`config.mk`:
```
export PLATFORM = sky130hd
export DESIGN_NAME = display_msg_arbiter_flat
export DESIGN_NICKNAME = d
export VERILOG_FILES = /design/src/rtl/display_msg_arbiter_if.sv /design/src/rtl/display_msg_arbiter.sv /design/src/flat_wrapper.sv
export SDC_FILE = /design/constraint.sdc
export NUM_CORES = 1
export LEC_CHECK = 0
export CAP_MARGIN = 10
export CORE_MARGIN = 1
export CORE_UTILIZATION = 55
export CTS_BUF_LIST = sky130_fd_sc_hd__clkbuf_8 sky130_fd_sc_hd__clkbuf_16
export DETAILED_ROUTE_END_ITERATION = 10
export PLACE_DENSITY_LB_ADDON = 0.3
export SLEW_MARGIN = 20
export SYNTH_ARGS = -nofsm -noshare
export SYNTH_HDL_FRONTEND = slang
export SYNTH_SLANG_ARGS = --single-unit
```
`constraint.sdc`:
```
create_clock -name clk -period 4.7 [get_ports clk]
set_input_delay 0.94 -clock clk [delete_from_list [all_inputs] [get_ports clk]]
set_output_delay 0.94 -clock clk [all_outputs]
set_load 0.01 [all_outputs]
```
`src/rtl/display_msg_arbiter_if.sv`:
```
`default_nettype none
// ============================================================================
//  Module      : display_msg_arbiter_if
//  Description : Message-source handshake bundle for display_msg_arbiter.
//                master = message producer, slave = arbiter.
//                  msg_valid  : message offered
//                  msg_ready  : arbiter can accept a message
//                  msg_hexs   : message digits, digit 3 in [15:12]
//                  msg_points : message decimal points
//                  msg_blink  : message blinks while shown
//                  msg_flush  : drop active and pending messages
//                  busy       : a message is on screen
//                  msg_done   : one-cycle pulse when a message's hold ends
//  Revision    : 1.0 - initial release
// ============================================================================
interface display_msg_arbiter_if;
  logic        msg_valid;
  logic        msg_ready;
  logic [15:0] msg_hexs;
  logic [3:0]  msg_points;
  logic        msg_blink;
  logic        msg_flush;
  logic        busy;
  logic        msg_done;

  modport master (
    output msg_valid, msg_hexs, msg_points, msg_blink, msg_flush,
    input  msg_ready, busy, msg_done
  );

  modport slave (
    input  msg_valid, msg_hexs, msg_points, msg_blink, msg_flush,
    output msg_ready, busy, msg_done
  );
endinterface
`default_nettype wire

```
`src/rtl/display_msg_arbiter.sv`:
```
`default_nettype none
// ============================================================================
//  Module      : display_msg_arbiter
//  Description : Time-shares a 4-digit seven-segment display between a
//                persistent base source and transient messages. Each message
//                is shown for HOLD_CYCLES cycles, optionally blinking with a
//                half-period of BLINK_HALF cycles. One active and one pending
//                message slot.
//  Ports       : clk, rst        - clock, asynchronous active-high reset
//                base_hexs/points/LEs - base display content (LEs=1 blanks)
//                msg             - message handshake bundle (slave side)
//                hexs/points/LEs - registered outputs to the display driver
//  Revision    : 1.0 - initial release
// ============================================================================
module display_msg_arbiter #(
  parameter int HOLD_CYCLES = 50_000_000,
  parameter int BLINK_HALF  = 12_500_000,
  parameter int CNT_W       = 26
) (
  input  wire logic                clk,
  input  wire logic                rst,
  input  wire logic [15:0]         base_hexs,
  input  wire logic [3:0]          base_points,
  input  wire logic [3:0]          base_LEs,
  display_msg_arbiter_if.slave     msg,
  output logic      [15:0]         hexs,
  output logic      [3:0]          points,
  output logic      [3:0]          LEs
);

  localparam logic [CNT_W-1:0] C_HOLD_LAST  = CNT_W'(HOLD_CYCLES - 1);
  localparam logic [CNT_W-1:0] C_BLINK_LAST = CNT_W'(BLINK_HALF - 1);
  localparam logic [CNT_W-1:0] C_ONE        = CNT_W'(1);

  typedef enum logic [0:0] {
    ST_BASE = 1'b0,
    ST_SHOW = 1'b1
  } state_t;

  state_t           r_state;
  logic [15:0]      r_act_hexs;
  logic [3:0]       r_act_points;
  logic             r_act_blink;
  logic [15:0]      r_pend_hexs;
  logic [3:0]       r_pend_points;
  logic             r_pend_blink;
  logic             r_pend_full;
  logic [CNT_W-1:0] r_hold_cnt;
  logic [CNT_W-1:0] r_blink_cnt;
  logic             r_phase_on;
  logic             r_busy;
  logic             r_done;

  logic w_xfer;
  logic w_expire;
  logic w_blink_wrap;
  logic w_phase_next;

  // Ready depends only on the pending-slot flag, never on msg_valid.
  assign msg.msg_ready = !r_pend_full;
  assign msg.busy      = r_busy;
  assign msg.msg_done  = r_done;

  assign w_xfer       = msg.msg_valid && !r_pend_full;
  assign w_expire     = (r_state == ST_SHOW) && (r_hold_cnt == C_HOLD_LAST);
  assign w_blink_wrap = r_act_blink && (r_blink_cnt == C_BLINK_LAST);
  // Outputs are registered, so LEs is computed from the phase the next
  // cycle will have rather than the current one.
  assign w_phase_next = w_blink_wrap ? ~r_phase_on : r_phase_on;

  always_ff @(posedge clk or posedge rst) begin
    if (rst) begin
      r_state       <= ST_BASE;
      r_act_hexs    <= '0;
      r_act_points  <= '0;
      r_act_blink   <= 1'b0;
      r_pend_hexs   <= '0;
      r_pend_points <= '0;
      r_pend_blink  <= 1'b0;
      r_pend_full   <= 1'b0;
      r_hold_cnt    <= '0;
      r_blink_cnt   <= '0;
      r_phase_on    <= 1'b1;
      r_busy        <= 1'b0;
      r_done        <= 1'b0;
      hexs          <= '0;
      points        <= '0;
      LEs           <= 4'hF;
    end else begin
      r_done <= 1'b0;
      if (msg.msg_flush) begin
        // Flush wins over expiry and over a same-edge transfer; the
        // transfer handshake completes but its data is discarded.
        r_state      <= ST_BASE;
        r_act_hexs   <= '0;
        r_act_points <= '0;
        r_act_blink  <= 1'b0;
        r_pend_full  <= 1'b0;
        r_hold_cnt   <= '0;
        r_blink_cnt  <= '0;
        r_phase_on   <= 1'b1;
        r_busy       <= 1'b0;
        hexs         <= base_hexs;
        points       <= base_points;
        LEs          <= base_LEs;
      end else begin
        case (r_state)
          ST_BASE: begin
            r_hold_cnt  <= '0;
            r_blink_cnt <= '0;
            r_phase_on  <= 1'b1;
            if (w_xfer) begin
              r_state      <= ST_SHOW;
              r_act_hexs   <= msg.msg_hexs;
              r_act_points <= msg.msg_points;
              r_act_blink  <= msg.msg_blink;
              r_busy       <= 1'b1;
              hexs         <= msg.msg_hexs;
              points       <= msg.msg_points;
              LEs          <= 4'h0;
            end else begin
              r_busy <= 1'b0;
              hexs   <= base_hexs;
              points <= base_points;
              LEs    <= base_LEs;
            end
          end

          ST_SHOW: begin
            if (w_expire) begin
              r_done      <= 1'b1;
              r_hold_cnt  <= '0;
              r_blink_cnt <= '0;
              r_phase_on  <= 1'b1;
              if (r_pend_full) begin
                r_act_hexs   <= r_pend_hexs;
                r_act_points <= r_pend_points;
                r_act_blink  <= r_pend_blink;
                r_pend_full  <= 1'b0;
                hexs         <= r_pend_hexs;
                points       <= r_pend_points;
                LEs          <= 4'h0;
              end else if (w_xfer) begin
                // Same-edge bypass straight into the active slot.
                r_act_hexs   <= msg.msg_hexs;
                r_act_points <= msg.msg_points;
                r_act_blink  <= msg.msg_blink;
                hexs         <= msg.msg_hexs;
                points       <= msg.msg_points;
                LEs          <= 4'h0;
              end else begin
                r_state <= ST_BASE;
                r_busy  <= 1'b0;
                hexs    <= base_hexs;
                points  <= base_points;
                LEs     <= base_LEs;
              end
            end else begin
              r_hold_cnt <= r_hold_cnt + C_ONE;
              if (r_act_blink) begin
                r_blink_cnt <= w_blink_wrap ? '0 : r_blink_cnt + C_ONE;
                r_phase_on  <= w_phase_next;
              end
              if (w_xfer) begin
                r_pend_hexs   <= msg.msg_hexs;
                r_pend_points <= msg.msg_points;
                r_pend_blink  <= msg.msg_blink;
                r_pend_full   <= 1'b1;
              end
              hexs   <= r_act_hexs;
              points <= r_act_points;
              LEs    <= (r_act_blink && !w_phase_next) ? 4'hF : 4'h0;
            end
          end

          default: begin
            r_state <= ST_BASE;
          end
        endcase
      end
    end
  end

endmodule
`default_nettype wire
```
`src/flat_wrapper.sv`:
```
// flat-port wrapper written by rule: the top's interface ports become plain ports
module display_msg_arbiter_flat 
#(
  parameter int HOLD_CYCLES = 50_000_000,
  parameter int BLINK_HALF  = 12_500_000,
  parameter int CNT_W       = 26
)
  (clk, rst, base_hexs, base_points, base_LEs, hexs, points, LEs, msg_msg_valid, msg_msg_hexs, msg_msg_points, msg_msg_blink, msg_msg_flush, msg_msg_ready, msg_busy, msg_msg_done);
  display_msg_arbiter_if msg_i ();
  input  wire logic clk;
  input  wire logic rst;
  input  wire logic [15:0] base_hexs;
  input  wire logic [3:0] base_points;
  input  wire logic [3:0] base_LEs;
  output logic      [15:0] hexs;
  output logic      [3:0] points;
  output logic      [3:0] LEs;
  input wire logic [$bits(msg_i.msg_valid)-1:0] msg_msg_valid;
  input wire logic [$bits(msg_i.msg_hexs)-1:0] msg_msg_hexs;
  input wire logic [$bits(msg_i.msg_points)-1:0] msg_msg_points;
  input wire logic [$bits(msg_i.msg_blink)-1:0] msg_msg_blink;
  input wire logic [$bits(msg_i.msg_flush)-1:0] msg_msg_flush;
  output wire logic [$bits(msg_i.msg_ready)-1:0] msg_msg_ready;
  output wire logic [$bits(msg_i.busy)-1:0] msg_busy;
  output wire logic [$bits(msg_i.msg_done)-1:0] msg_msg_done;
  assign msg_i.msg_valid = msg_msg_valid;
  assign msg_i.msg_hexs = msg_msg_hexs;
  assign msg_i.msg_points = msg_msg_points;
  assign msg_i.msg_blink = msg_msg_blink;
  assign msg_i.msg_flush = msg_msg_flush;
  assign msg_msg_ready = msg_i.msg_ready;
  assign msg_busy = msg_i.busy;
  assign msg_msg_done = msg_i.msg_done;
  display_msg_arbiter #(.HOLD_CYCLES(HOLD_CYCLES), .BLINK_HALF(BLINK_HALF), .CNT_W(CNT_W)) u_core (.clk(clk), .rst(rst), .base_hexs(base_hexs), .base_points(base_points), .base_LEs(base_LEs), .msg(msg_i), .hexs(hexs), .points(points), .LEs(LEs));
endmodule
```
Word level (Yosys, flattened, before mapping)
Cells that the tools add are included.
{ "classes": {"n_reduce_logical": 11, "mux": 61, "bitwise_logic": 4, "n_addsub": 2, "eq_ne": 6} }
{ "ops": {"columns": ["cell", "count"], "rows": [
  ["26-bit two-way mux", 6],
  ["16-bit two-way mux", 8],
  ["26-bit case mux with 2 select lines", 2],
  ["16-bit case mux with 2 select lines", 2],
  ["26-bit by 1-bit adder with 26-bit output (second input constant)", 2],
  ["4-bit two-way mux", 13],
  ["26-bit by 24-bit equality test with 1-bit output (second input constant)", 1],
  ["26-bit equality test (second input constant)", 1],
  ["4-bit case mux with 2 select lines", 3],
  ["1-bit two-way mux", 23],
  ["3-bit != test (second input constant)", 3],
  ["1-bit case mux with 2 select lines", 4],
  ["1-bit logical AND", 4],
  ["4-bit != test (second input constant)", 1],
  ["1-bit inverter", 4],
  ["4-bit AND reduction", 1],
  ["3-bit AND reduction", 1],
  ["3-bit nonzero test", 1],
  ["1-bit logical NOT", 2],
  ["2-bit AND reduction", 1],
  ["2-bit nonzero test", 1]
]} }
{ "totals": {"wordCells": 100, "out_inout_bits": 27, "inputBits": 49, "regBits": 123} }

Longest topological paths before layout
Gate-level depths: netlist (run 1).
{ "depth": {"word_depth": 9, "mapped_depth": 9, "depth_no_buf": 6} }

Worst setup path after synthesis (run 1)
No wires, ideal clock.
{ "synth_path": {"path_kind": "input -> register", "from": "input msg_msg_valid", "to": "register u_core.hexs[10]", "setup_time_ns": 0.139, "required_ns": 4.561, "path_stages": 7, "t_arrival_ns": 2.360, "n_path_buf": 2, "slack_ns": 2.201, "cell_sequence": "clkbuf_1 > nor2b_1 > clkbuf_1 > nand2_1 > o22a_1 > o22ai_1 > a31oi_1"} }
{ "synth_between": {"elab_chain_len": 6} }
{ "synth_rtl": {"columns": ["element", "line_no", "text"], "rows": [
  ["from (decl)", "flat_wrapper.sv:18", "input wire logic [$bits(msg_i.msg_valid)-1:0] msg_msg_valid;"],
  ["1-bit logical AND *", "display_msg_arbiter.sv:64", "assign w_xfer = msg.msg_valid && !r_pend_full;"],
  ["16-bit two-way mux *", "display_msg_arbiter.sv:112, display_msg_arbiter.sv:143", null],
  ["16-bit two-way mux", "display_msg_arbiter.sv:135", "if (r_pend_full) begin"],
  ["16-bit two-way mux", "display_msg_arbiter.sv:130", "if (w_expire) begin"],
  ["16-bit case mux with 2 select lines *", "display_msg_arbiter.sv:107", "case (r_state)"],
  ["16-bit two-way mux *", "display_msg_arbiter.sv:91", "if (msg.msg_flush) begin"],
  ["to (signal assigned)", "display_msg_arbiter.sv:103", "hexs <= base_hexs;"],
  ["to (signal assigned)", "display_msg_arbiter.sv:118", "hexs <= msg.msg_hexs;"],
  ["to (signal assigned)", "display_msg_arbiter.sv:140", "hexs <= r_pend_hexs;"],
  ["to (decl)", "display_msg_arbiter.sv:26", "output logic [15:0] hexs,"]
]} }
Every way passes the cells marked *; elsewhere a longest branch is shown, timed or not.
A chain may end at the register's enable or synchronous reset.

Final worst setup path (run 1)
{ "layout_path": {"from": "input msg_msg_flush", "to": "register u_core.r_pend_hexs[8]"} }
{ "layout_between": {"elab_chain_len": 2} }
{ "layout_rtl": {"columns": ["element", "line_no", "text"], "rows": [
  ["from (decl)", "flat_wrapper.sv:22", "input wire logic [$bits(msg_i.msg_flush)-1:0] msg_msg_flush;"],
  ["1-bit inverter (no source line)", null, null],
  ["4-bit AND reduction (no source line)", null, null],
  ["to (signal assigned)", "display_msg_arbiter.sv:165", "r_pend_hexs <= msg.msg_hexs;"],
  ["to (decl)", "display_msg_arbiter.sv:44", "logic [15:0] r_pend_hexs;"]
]} }
Every way passes these cells.

==> results of run 1 <==
## worst reg2reg max path: cells and delay by family (launching register included)
family	cells	cell delay (ns)
flops	1	0.46
fa+ha+maj	1	0.36
compound gates	2	0.53
buf+inv	1	0.57
simple gates	3	0.74
## cell type report
class,instances,area (sq um),area share
Tap cell,143,179,0.0227
Inverter,8,32.5,0.00412
Timing Repair Buffer,84,831,0.105
Sequential cell,123,3080,0.391
Clock inverter,11,116,0.0147
Clock buffer,21,480,0.0608
Multi-Input combinational cell,491,3170,0.402
## power groups by stage
stage	sequential [uW]	combinational [uW]	clock, uW
after global placement	1260	384	0
after floorplan	1250	246	0
after global routing	1270	437	1360
after detailed placement	1270	400	0
final	1260	406	1300
after CTS	1260	405	1320
## kinds of logic (layout without fill, tap and decap cells)
logic type	after synthesis	after routing	share of synthesized area
simple gates	244	244	0.208
compound gates	186	186	0.185
buf+inv	54	124	0.0378
flops	123	123	0.475
fa+ha+maj	2	2	0.00385
xor+xnor	30	30	0.0416
mux	29	29	0.0487
## flip-flops by register name, summed over array words and instances, names as in the netlist
| register | cells |
|---|---|
| u_core.r_blink_cnt | 26 |
| u_core.r_hold_cnt | 26 |
| u_core.hexs | 16 |
| u_core.r_act_hexs | 16 |
| u_core.r_pend_hexs | 16 |
| u_core.LEs | 4 |
| u_core.points | 4 |
| u_core.r_act_points | 4 |
| u_core.r_pend_points | 4 |
| u_core.msg.busy | 1 |
| u_core.msg.msg_done | 1 |
| u_core.r_act_blink | 1 |
| u_core.r_pend_blink | 1 |
| u_core.r_pend_full | 1 |
| u_core.r_phase_on | 1 |
| u_core.r_state | 1 |
## metrics by stage
stage          hold slack (ns)  worst slack [ns]  total power (uW)  cells  cell area [sq um]
2_1_floorplan            0.464             0.497              1500    668               6490
3_3_place_gp             0.474              1.45              1650    849               7300
3_5_place_dp             0.492              1.38              1670    849               7300
4_1_cts                  0.512              1.81              2980    881               7900
5_1_grt                  0.541              1.67              3070    881               7900
6_report                 0.515              1.73              2970    881               7900
## synth_stat cells, types with 4 or more instances
cell and number:
nor4b_1 5, a22oi_1 18, and4_1 5, dfstp_2 5, o211ai_1 14, nand4_1 21, buf_6 4, nand3_1 29
mux2i_1 8, inv_1 7, nor4_1 6, a211o_1 14, a2bb2oi_1 5, a21oi_1 40, nand2_1 60, a31oi_1 8
dfrtp_1 118, nor3_1 16, o21ai_0 49, and3_1 10, xor2_1 19, o221ai_1 5, o22a_1 6, o22ai_1 7
clkbuf_1 32, xnor2_1 10, buf_2 8, nor2_1 41, and2_1 19, mux2_2 21
## worst max-delay path by stage
stage                                         to  slack, ns  cells after the start          start
after detailed placement  u_core.r_pend_hexs[10]       1.38                      7  msg_msg_flush
final                      u_core.r_pend_hexs[8]       1.73                      7  msg_msg_flush
after global routing       u_core.r_pend_hexs[5]       1.67                      7  msg_msg_flush
after global placement    u_core.r_pend_hexs[12]       1.45                      7  msg_msg_flush
after floorplan                   u_core.hexs[0]       0.50                      1            rst
after CTS                 u_core.r_pend_hexs[10]       1.81                      7  msg_msg_flush
## metal layers
layer	vias up	part of all wire	track usage
met5	-	0	0
met4	0	0.017	0.116
met3	32	0.073	0.0596
met2	298	0.50	0.460
met1	2843	0.41	0.355
li1	2595	-	-
==> reports/qor.yml, run 1 <==
final_layout:
  fin_util: 0.689
  diodes: 0
  final_cell_mix: "dfrtp_1, clkdlybuf4s50_1, nand2_1"
  n_fill_cell: 821
  syn2layout_area_growth_pct: 21.6
  final_layout_size_suffix_gt1_frac: 0.115
  final_nets: 776
  final_common_cell: "dfrtp_1"
synth:
  netlist_area_sq_mm: 0.00649
  synth_largest_area_cell: "dfrtp_1"
  ys_warn_count: 0
  synth-seq-cells: 123
  synth_top_area_share: 0.455
  async_flop_share: 1.00
  synth_area_per_cell_sq_um: 9.72
  yosysUniqueCellTypes: 66
  synthCells: 668
  synth_edf_count: 0
  ys_seq_area_frac: 0.475
  syn_nets: 719
  yosys-top-cells-area: "dfrtp_1, o21ai_0, mux2_2, nand2_1, a21oi_1"
  synth_top_flop_cell: "dfrtp_1"
sta:
  finalSetupViolations: 0
  fmax_ghz: 0.337
  rsz0062_at_grt: "no"
  tightestPinTransition_ns: 0.816
  slew_viol_final: 0
  period_needed_ns: 2.97
  slew_headroom: 0.455
  tns_ns: 0
  fin_crit_sh: 0.632
  hold_viol: 0
  finClkSkew_ns: 0.0115
global_route:
  first_global_vias: 5703
  antenna_found_initial: 0
  grt_usage: 0.278
  grt_max_degree: 63
  grt_overflow: 0
  grt_pass1_wl_um: 27400
clocking:
  clk_path_buf_depth: 2
  clk_pin_slew_ns: 0.05
  htree_levels: 4
  post_cts_buffers: 0
  cts_buffers: 17
  cts_tree: "done"
  postCtsHoldBufs: 0
  clk-insertion-delay-late_ns: 0.42
  cts_sinks: 123
  cts_root_buf: "clkbuf_16"
  cts_resized: 0
critical_path:
  reg2reg_to: "u_core.r_blink_cnt[3]"
  reg2reg_depth: 7
  critical_path.cell_chain: "clkdlybuf4s50_1, buf_4, nor2b_1, o21ai_4, nor2_2, buf_4, mux2_2"
  cp.buffers_inverters: 3
  startpoint_type: "input port"
  cp-end-kind: "flop"
  crit_path_frequent_cell: "buf_4"
  rr_startpoint: "u_core.r_hold_cnt[0]"
  critPathMaxStageDelay_ns: 0.65
  path_delay_family: "buffers and inverters"
  crit_arrival_ns: 3.27
  worstSetupPathType: "input port to flop"
  cp_slowest_cell: "nor2b_1"
  path_max_fanout: 21
  required_ns: 5.00
  rrSetupSlack_ns: 1.93
power:
  power.leakage_uw: 0.00316
  power_switching_uw: 763
  p_seq_frac: 0.424
  power.internal_uw: 2210
  combPwrFrac: 0.137
  clkPwrFrac: 0.439
  irDropWorstVdd_mv: 0.303
  power_density_mw_per_mm2: 376
  switching_share: 0.257
detailed_routing:
  postRouteAntennaNets: 0
  vias: 5768
  drc: 0
  vias_per_cell: 6.55
  drt_pass1_iterations: 5
  initialDrtViolationCount: 547
  wirelength_um: 16800
  routedWlPerCell_um: 19.1
place:
  port-buffer-count: 75
  place_congestion: 0.819
  place_hpwl_um: 10400
floorplan:
  pin_count: 76
  die_width_um: 111
  core-area_sq_mm: 0.0115
  dieArea_sq_mm: 0.0122
  initial_core_util: 0.566
  fp-row-count: 39
  fp.dieH_um: 111
status:
  status: "complete, no violations"
worst_hold_path:
  min_path_cells: 2
  hold_class: "flop to flop"
  min_from: "u_core.r_act_hexs[14]"
  hold_path_end: "u_core.r_act_hexs[14]"
job:
  max_cap_viol_count: 0
(Power assumes the default switching activity.)
==> run 2, diff against run 1 <==
--- a/config.mk
+++ b/config.mk
@@ -7,7 +7,7 @@
 export LEC_CHECK = 0
 export CAP_MARGIN = 10
 export CORE_MARGIN = 1
-export CORE_UTILIZATION = 55
+export CORE_UTILIZATION = 51
 export CTS_BUF_LIST = sky130_fd_sc_hd__clkbuf_8 sky130_fd_sc_hd__clkbuf_16
 export DETAILED_ROUTE_END_ITERATION = 10
 export PLACE_DENSITY_LB_ADDON = 0.3
==> constraint.sdc (replaced) <==
create_clock -name clk -period 2.57 [get_ports clk]
set_input_delay 0.514 -clock clk [delete_from_list [all_inputs] [get_ports clk]]
set_output_delay 0.514 -clock clk [all_outputs]
set_load 0.01 [all_outputs]
==> reports/qor.yml, run 2 (same netlist as run 1, synthesis figures left out) <==
place:
  place_congestion: 0.887  # +8.2%
  port-buffer-count: 75  # unchanged
  place_hpwl_um: 11400  # +9.1%
sta:
  fin_crit_sh: 0.922
  finalSetupViolations: 0  # unchanged
  tns_ns: 0  # unchanged
  slew_headroom: 0.516  # +0.0609
  finClkSkew_ns: 0.0108  # -0.000712 ns
  period_needed_ns: 2.37
  rsz0062_at_grt: "no"
  hold_viol: 0  # unchanged
  tightestPinTransition_ns: 0.721  # -0.0953 ns
  fmax_ghz: 0.422
  slew_viol_final: 0  # unchanged
global_route:
  grt_overflow: 0  # unchanged
  antenna_found_initial: 0  # unchanged
  grt_max_degree: 39  # -38%
  grt_pass1_wl_um: 28500  # +4.0%
  first_global_vias: 5727  # +0.42%
  grt_usage: 0.279  # +0.000913
clocking:
  cts_resized: 0  # unchanged
  postCtsHoldBufs: 0  # unchanged
  clk-insertion-delay-late_ns: 0.42  # about the same
  cts_root_buf: "clkbuf_16"
  post_cts_buffers: 0  # unchanged
  cts_tree: "done"
  clk_path_buf_depth: 2  # unchanged
  cts_sinks: 123  # unchanged
  cts_buffers: 17  # unchanged
  clk_pin_slew_ns: 0.06  # about the same
  htree_levels: 4  # unchanged
final_layout:
  final_nets: 802  # +3.4%
  final_cell_mix: "dfrtp_1, clkdlybuf4s50_1, nand2_1"
  n_fill_cell: 931  # +13%
  syn2layout_area_growth_pct: 25.7
  fin_util: 0.669  # -0.0201
  final_common_cell: "dfrtp_1"
  final_layout_size_suffix_gt1_frac: 0.147  # +0.0314
  diodes: 0  # unchanged
  largest_registers: "u_core.r_blink_cnt x26, u_core.r_hold_cnt x26"
critical_path:
  worstSetupPathType: "flop to flop"
  reg2reg_depth: 7  # unchanged
  path_max_fanout: 7  # -67%
  startpoint_type: "flop"
  required_ns: 2.91  # -2.09 ns
  cp-end-kind: "flop"
  crit_arrival_ns: 2.71  # -0.56 ns
status:
  status: "complete, no violations"
power:
  power_density_mw_per_mm2: 677  # +80%
  power.leakage_uw: 0.00329  # +4.2%
  irDropWorstVdd_mv: 0.504  # +66%
detailed_routing:
  vias: 5869  # +1.8%
  wirelength_um: 17200  # +2.4%
  drc: 0  # unchanged
  routedWlPerCell_um: 18.4  # -3.2%
  initialDrtViolationCount: 556  # +1.6%
  drt_pass1_iterations: 5  # unchanged
  vias_per_cell: 6.30  # -3.8%
  postRouteAntennaNets: 0  # unchanged
floorplan:
  fp-row-count: 40  # +2.6%
  die_width_um: 115  # +3.8%
  pin_count: 76  # unchanged
  core-area_sq_mm: 0.0122  # +6.5%
  dieArea_sq_mm: 0.0132  # +7.7%
  initial_core_util: 0.532  # -0.0345
  fp.dieH_um: 115  # +3.8%
job:
  max_cap_viol_count: 0  # unchanged
worst_hold_path:
  hold_class: "input port to async pin"
-- run 2: cell count changes in the layout (fill, tap and decap cells not counted) --
| cell | previous run | this run |
|---|---|---|
| clkinv_4 | 0 | 3 |
| buf_4 | 8 | 31 |
| bufinv_16 | 2 | 3 |
| clkbuf_8 | 4 | 0 |
| clkinv_2 | 4 | 5 |
| inv_4 | 1 | 0 |
| buf_12 | 1 | 4 |
| inv_1 | 7 | 6 |
| clkinvlp_4 | 2 | 3 |
-- run 2: worst paths after layout --
kind / startpoint / end / slack [ns]
min: rst / u_core.r_act_hexs[9] / 0.44
min reg2reg: u_core.r_act_hexs[2] / u_core.r_act_hexs[2] / 0.51
max: u_core.r_hold_cnt[0] / u_core.r_act_hexs[9] / 0.20
max reg2reg: u_core.r_hold_cnt[0] / u_core.r_act_hexs[9] / 0.20
min in group clk: u_core.r_act_hexs[2] / u_core.r_act_hexs[2] / 0.51
max in group asynchronous: rst / u_core.r_act_hexs[13] / 1.55
-- run 2: power breakdown --
group / switching [uW] / internal [uW] / total [uW]
sequential: 144 / 2140 / 2280
combinational: 389 / 404 / 793
clock: 924 / 1520 / 2450
total: 1460 / 4070 / 5520
-- run 2: layer usage --
layer,up-vias,global-route usage,part of all wire
met1,2909,0.359,0.42
met3,34,0.0691,0.072
met5,-,0,0
met4,0,0.114,0.017
li1,2654,-,-
met2,272,0.453,0.49
-- run 2: area by class of cell --
class / instances / area [sq um] / area share
multi-input cells: 491 / 3170 / 0.389
flip-flops and latches: 123 / 3080 / 0.378
repair buffers: 110 / 1060 / 0.130
clock buffers: 17 / 425 / 0.0521
well taps: 168 / 210 / 0.0257
clock inverters: 15 / 174 / 0.0213
inverters: 8 / 33.8 / 0.00414
-- run 2: per-stage QoR --
stage | total power, uW | setup slack (ns) | hold slack [ns] | cells | instance area [sq um]
after floorplan | 2730 | 0.456 | 0.464 | 668 | 6500
after global placement | 3060 | 0.246 | 0.480 | 900 | 7570
after detailed placement | 3090 | 0.232 | 0.490 | 900 | 7570
after CTS | 5540 | 0.215 | 0.440 | 932 | 8170
after global routing | 5730 | 0.0781 | 0.457 | 932 | 8170
final | 5520 | 0.199 | 0.435 | 932 | 8170
-- run 2: critical path, cell delays in order, from the launching register on --
cell and delay, ns:
dfrtp_1 0.44, ha_1 0.22, and3b_1 0.16, nand4_1 0.27
buf_4 0.26, o21a_1 0.25, a21oi_1 0.47, a2bb2oi_1 0.21
==> patch, RTL diff (config.mk and constraints of run 2) <==
Reset style: synchronous (`rst`), changed in one clocked block. Comments in the files are not updated.
--- a/src/rtl/display_msg_arbiter.sv
+++ b/src/rtl/display_msg_arbiter.sv
@@ -68,7 +68,7 @@
   // cycle will have rather than the current one.
   assign w_phase_next = w_blink_wrap ? ~r_phase_on : r_phase_on;
 
-  always_ff @(posedge clk or posedge rst) begin
+  always_ff @(posedge clk) begin
     if (rst) begin
       r_state       <= ST_BASE;
       r_act_hexs    <= '0;
Check against the original RTL: differs if rst is asserted again (counterexample within 4 cycles, from zero or initial values and one cycle with rst high); with rst held inactive, the same outputs for 10 cycles.
==> patch against run 2 <==
- the run now ends with design-rule violations left
- design area down 7.0%
- die area is 5.7% lower
- synthesized cell count up 7.0%
- synthesized area decreased by 5.8%
- worst setup slack better by 0.028 ns
- sequential cell count stayed put
- global-route usage hardly changed
- routed wire length fell by 2.7%
- critical path type unchanged
- largest cell class unchanged
Power is not compared: it rests on default switching activity, and its combinational part moved more than twofold at a synthesized area within 25%.
==> patch: results (changes against run 2) <==
\begin{tabular}{lr}
\hline
Metric & Value \\
\hline
\multicolumn{2}{l}{\textbf{Worst hold path}} \\
\quad Worst hold path class & flop to flop \\
\multicolumn{2}{l}{\textbf{Synth}} \\
\quad Most common flop cell mapped by yosys & sky130\_fd\_sc\_hd\_\_dfxtp\_1 \\
\quad Share of synthesized flip-flops with an asynchronous set or reset & 0\% (-100 points) \\
\quad Commonest cells post-synth & sky130\_fd\_sc\_hd\_\_dfxtp\_1 (123), sky130\_fd\_sc\_hd\_\_nand2\_1 (105), sky130\_fd\_sc\_hd\_\_nor2\_1 (66) \\
\quad Leading cell types by total area after synthesis & sky130\_fd\_sc\_hd\_\_dfxtp\_1 (40\%), sky130\_fd\_sc\_hd\_\_mux2i\_1 (7.2\%), sky130\_fd\_sc\_hd\_\_nand2\_1 (6.4\%) \\
\quad Cells after synthesis & 715 (+7.0\%) \\
\quad Share of synthesized area occupied by flip-flops and latches & 40.2\% (-7.3 points) \\
\multicolumn{2}{l}{\textbf{Cells and area}} \\
\quad Total Nets Final & 841 (+4.9\%) \\
\quad CLK BUF & 21 (+4) \\
\quad Fill cell instance count of the final layout & 933 (+0.21\%) \\
\quad Buffering overhead & 13.7\% (+0.69 points) \\
\quad Nonclk inv count & 6 (-2) \\
\quad Number of buffers outside the clock class in the layout & 107 (-2.7\%) \\
\quad Clock network area share & 7.33\% (about the same) \\
\quad Flip-flop and latch area & 2460 µm² (-20\%) \\
\quad Fin cells & 945 (+1.4\%) \\
\quad Number of multi-input combinational cells in the layout & 535 (+9.0\%) \\
\quad Share of the final layout cell area in multi-input gates & 43.9\% (+5.0 points) \\
\multicolumn{2}{l}{\textbf{STA}} \\
\quad Max-slew headroom & 54.2\% (+2.7 points) \\
\quad Largest clock skew in the final design & 0.0109 ns (+0.000131 ns) \\
\multicolumn{2}{l}{\textbf{Place}} \\
\quad Placed Instances & 914 (+1.6\%) \\
\quad Gp weighted congestion & 0.850 (-4.2\%) \\
\quad Placed inst area & 7020 µm² (-7.2\%) \\
\quad Post-Place Worst Slack & -0.0601 ns (-0.292 ns) \\
\multicolumn{2}{l}{\textbf{Worst setup path}} \\
\quad R2r setup slk & 0.23 ns (+0.03 ns) \\
\quad Reg2reg path depth & 6 (-1) \\
\quad CP top delay family & simple AND/OR/NAND/NOR gates \\
\quad Slowest cell delay on critical path & 0.61 ns (+0.14 ns) \\
\quad Cell with the largest stage delay on the worst path & sky130\_fd\_sc\_hd\_\_nor4b\_1 \\
\quad Worst flop-to-flop path endpoint & u\_core.LEs[3] \\
\quad Worst r2r src & u\_core.r\_blink\_cnt[0] \\
\quad Highest net fanout along the worst path & 10 (+3) \\
\multicolumn{2}{l}{\textbf{Routing}} \\
\quad Iteration-0 DRC Markers & 437 (-21\%) \\
\quad Wire length per cell after detailed routing & 17.7 µm (-4.0\%) \\
\quad Residual DRC & 1 (+1) \\
\quad Number of detailed-routing iterations run before antenna repair & 9 (+4) \\
\multicolumn{2}{l}{\textbf{Status}} \\
\quad Violated checks & design-rule violations \\
\quad Run status & complete, but fails checks \\
\hline
\end{tabular}
==> patch: power by group <==
part / internal (mW) / switching, mW / total, mW / leakage, nW
logic: 0.199 / 0.190 / 0.389 / 1.50
clock network: 1.41 / 0.821 / 2.23 / 0.284
registers: 1.96 / 0.0244 / 1.98 / 1.00
total: 3.56 / 1.04 / 4.60 / 2.78
==> patch: cells by family (layout without fill, tap and decap cells) <==
kind of cell	after synthesis	count (layout)	synth area share [%]
xor gates and xnor gates	28	28	4.01
and+or+nand+nor	328	328	27.4
AOI/OAI and AO/OA	133	133	15.1
DFF	123	123	40.2
adders and majority gates	2	2	0.409
buffers and inverters	57	144	5.62
muxes	44	44	7.20
==> patch: worst reg2reg max path, delay by kind of cell (launching register included) <==
kind            cells  cell delay (ns)
flops               1             0.41
fa+ha+maj           1             0.21
compound gates      2             0.39
simple gates        3             1.30
==> patch: worst max path at each step <==
stage,cells past startpoint,end,from
6_report,6,u_core.LEs[3],u_core.r_blink_cnt[0]
5_1_grt,6,u_core.LEs[0],u_core.r_blink_cnt[0]
4_1_cts,6,u_core.r_hold_cnt[20],u_core.r_hold_cnt[0]
3_5_place_dp,5,u_core.hexs[0],u_core.r_hold_cnt[18]
3_3_place_gp,5,u_core.hexs[7],u_core.r_hold_cnt[18]
2_1_floorplan,8,u_core.r_pend_blink,u_core.r_hold_cnt[0]
==> patch: repair_timing <==
item                       4_1_cts  5_1_grt
hold endpoints to repair         0        0
setup endpoints to repair       18       30
resized for setup                1        2
==> patch: metal layers <==
layer  vias up  share of wire, %  global-route usage, %
li1       2741                 -                      -
met1      2796                43                   33.6
met2       190                50                   47.7
met3        33               5.1                   6.10
met4         0               1.8                   13.2
met5         -                 0                      0
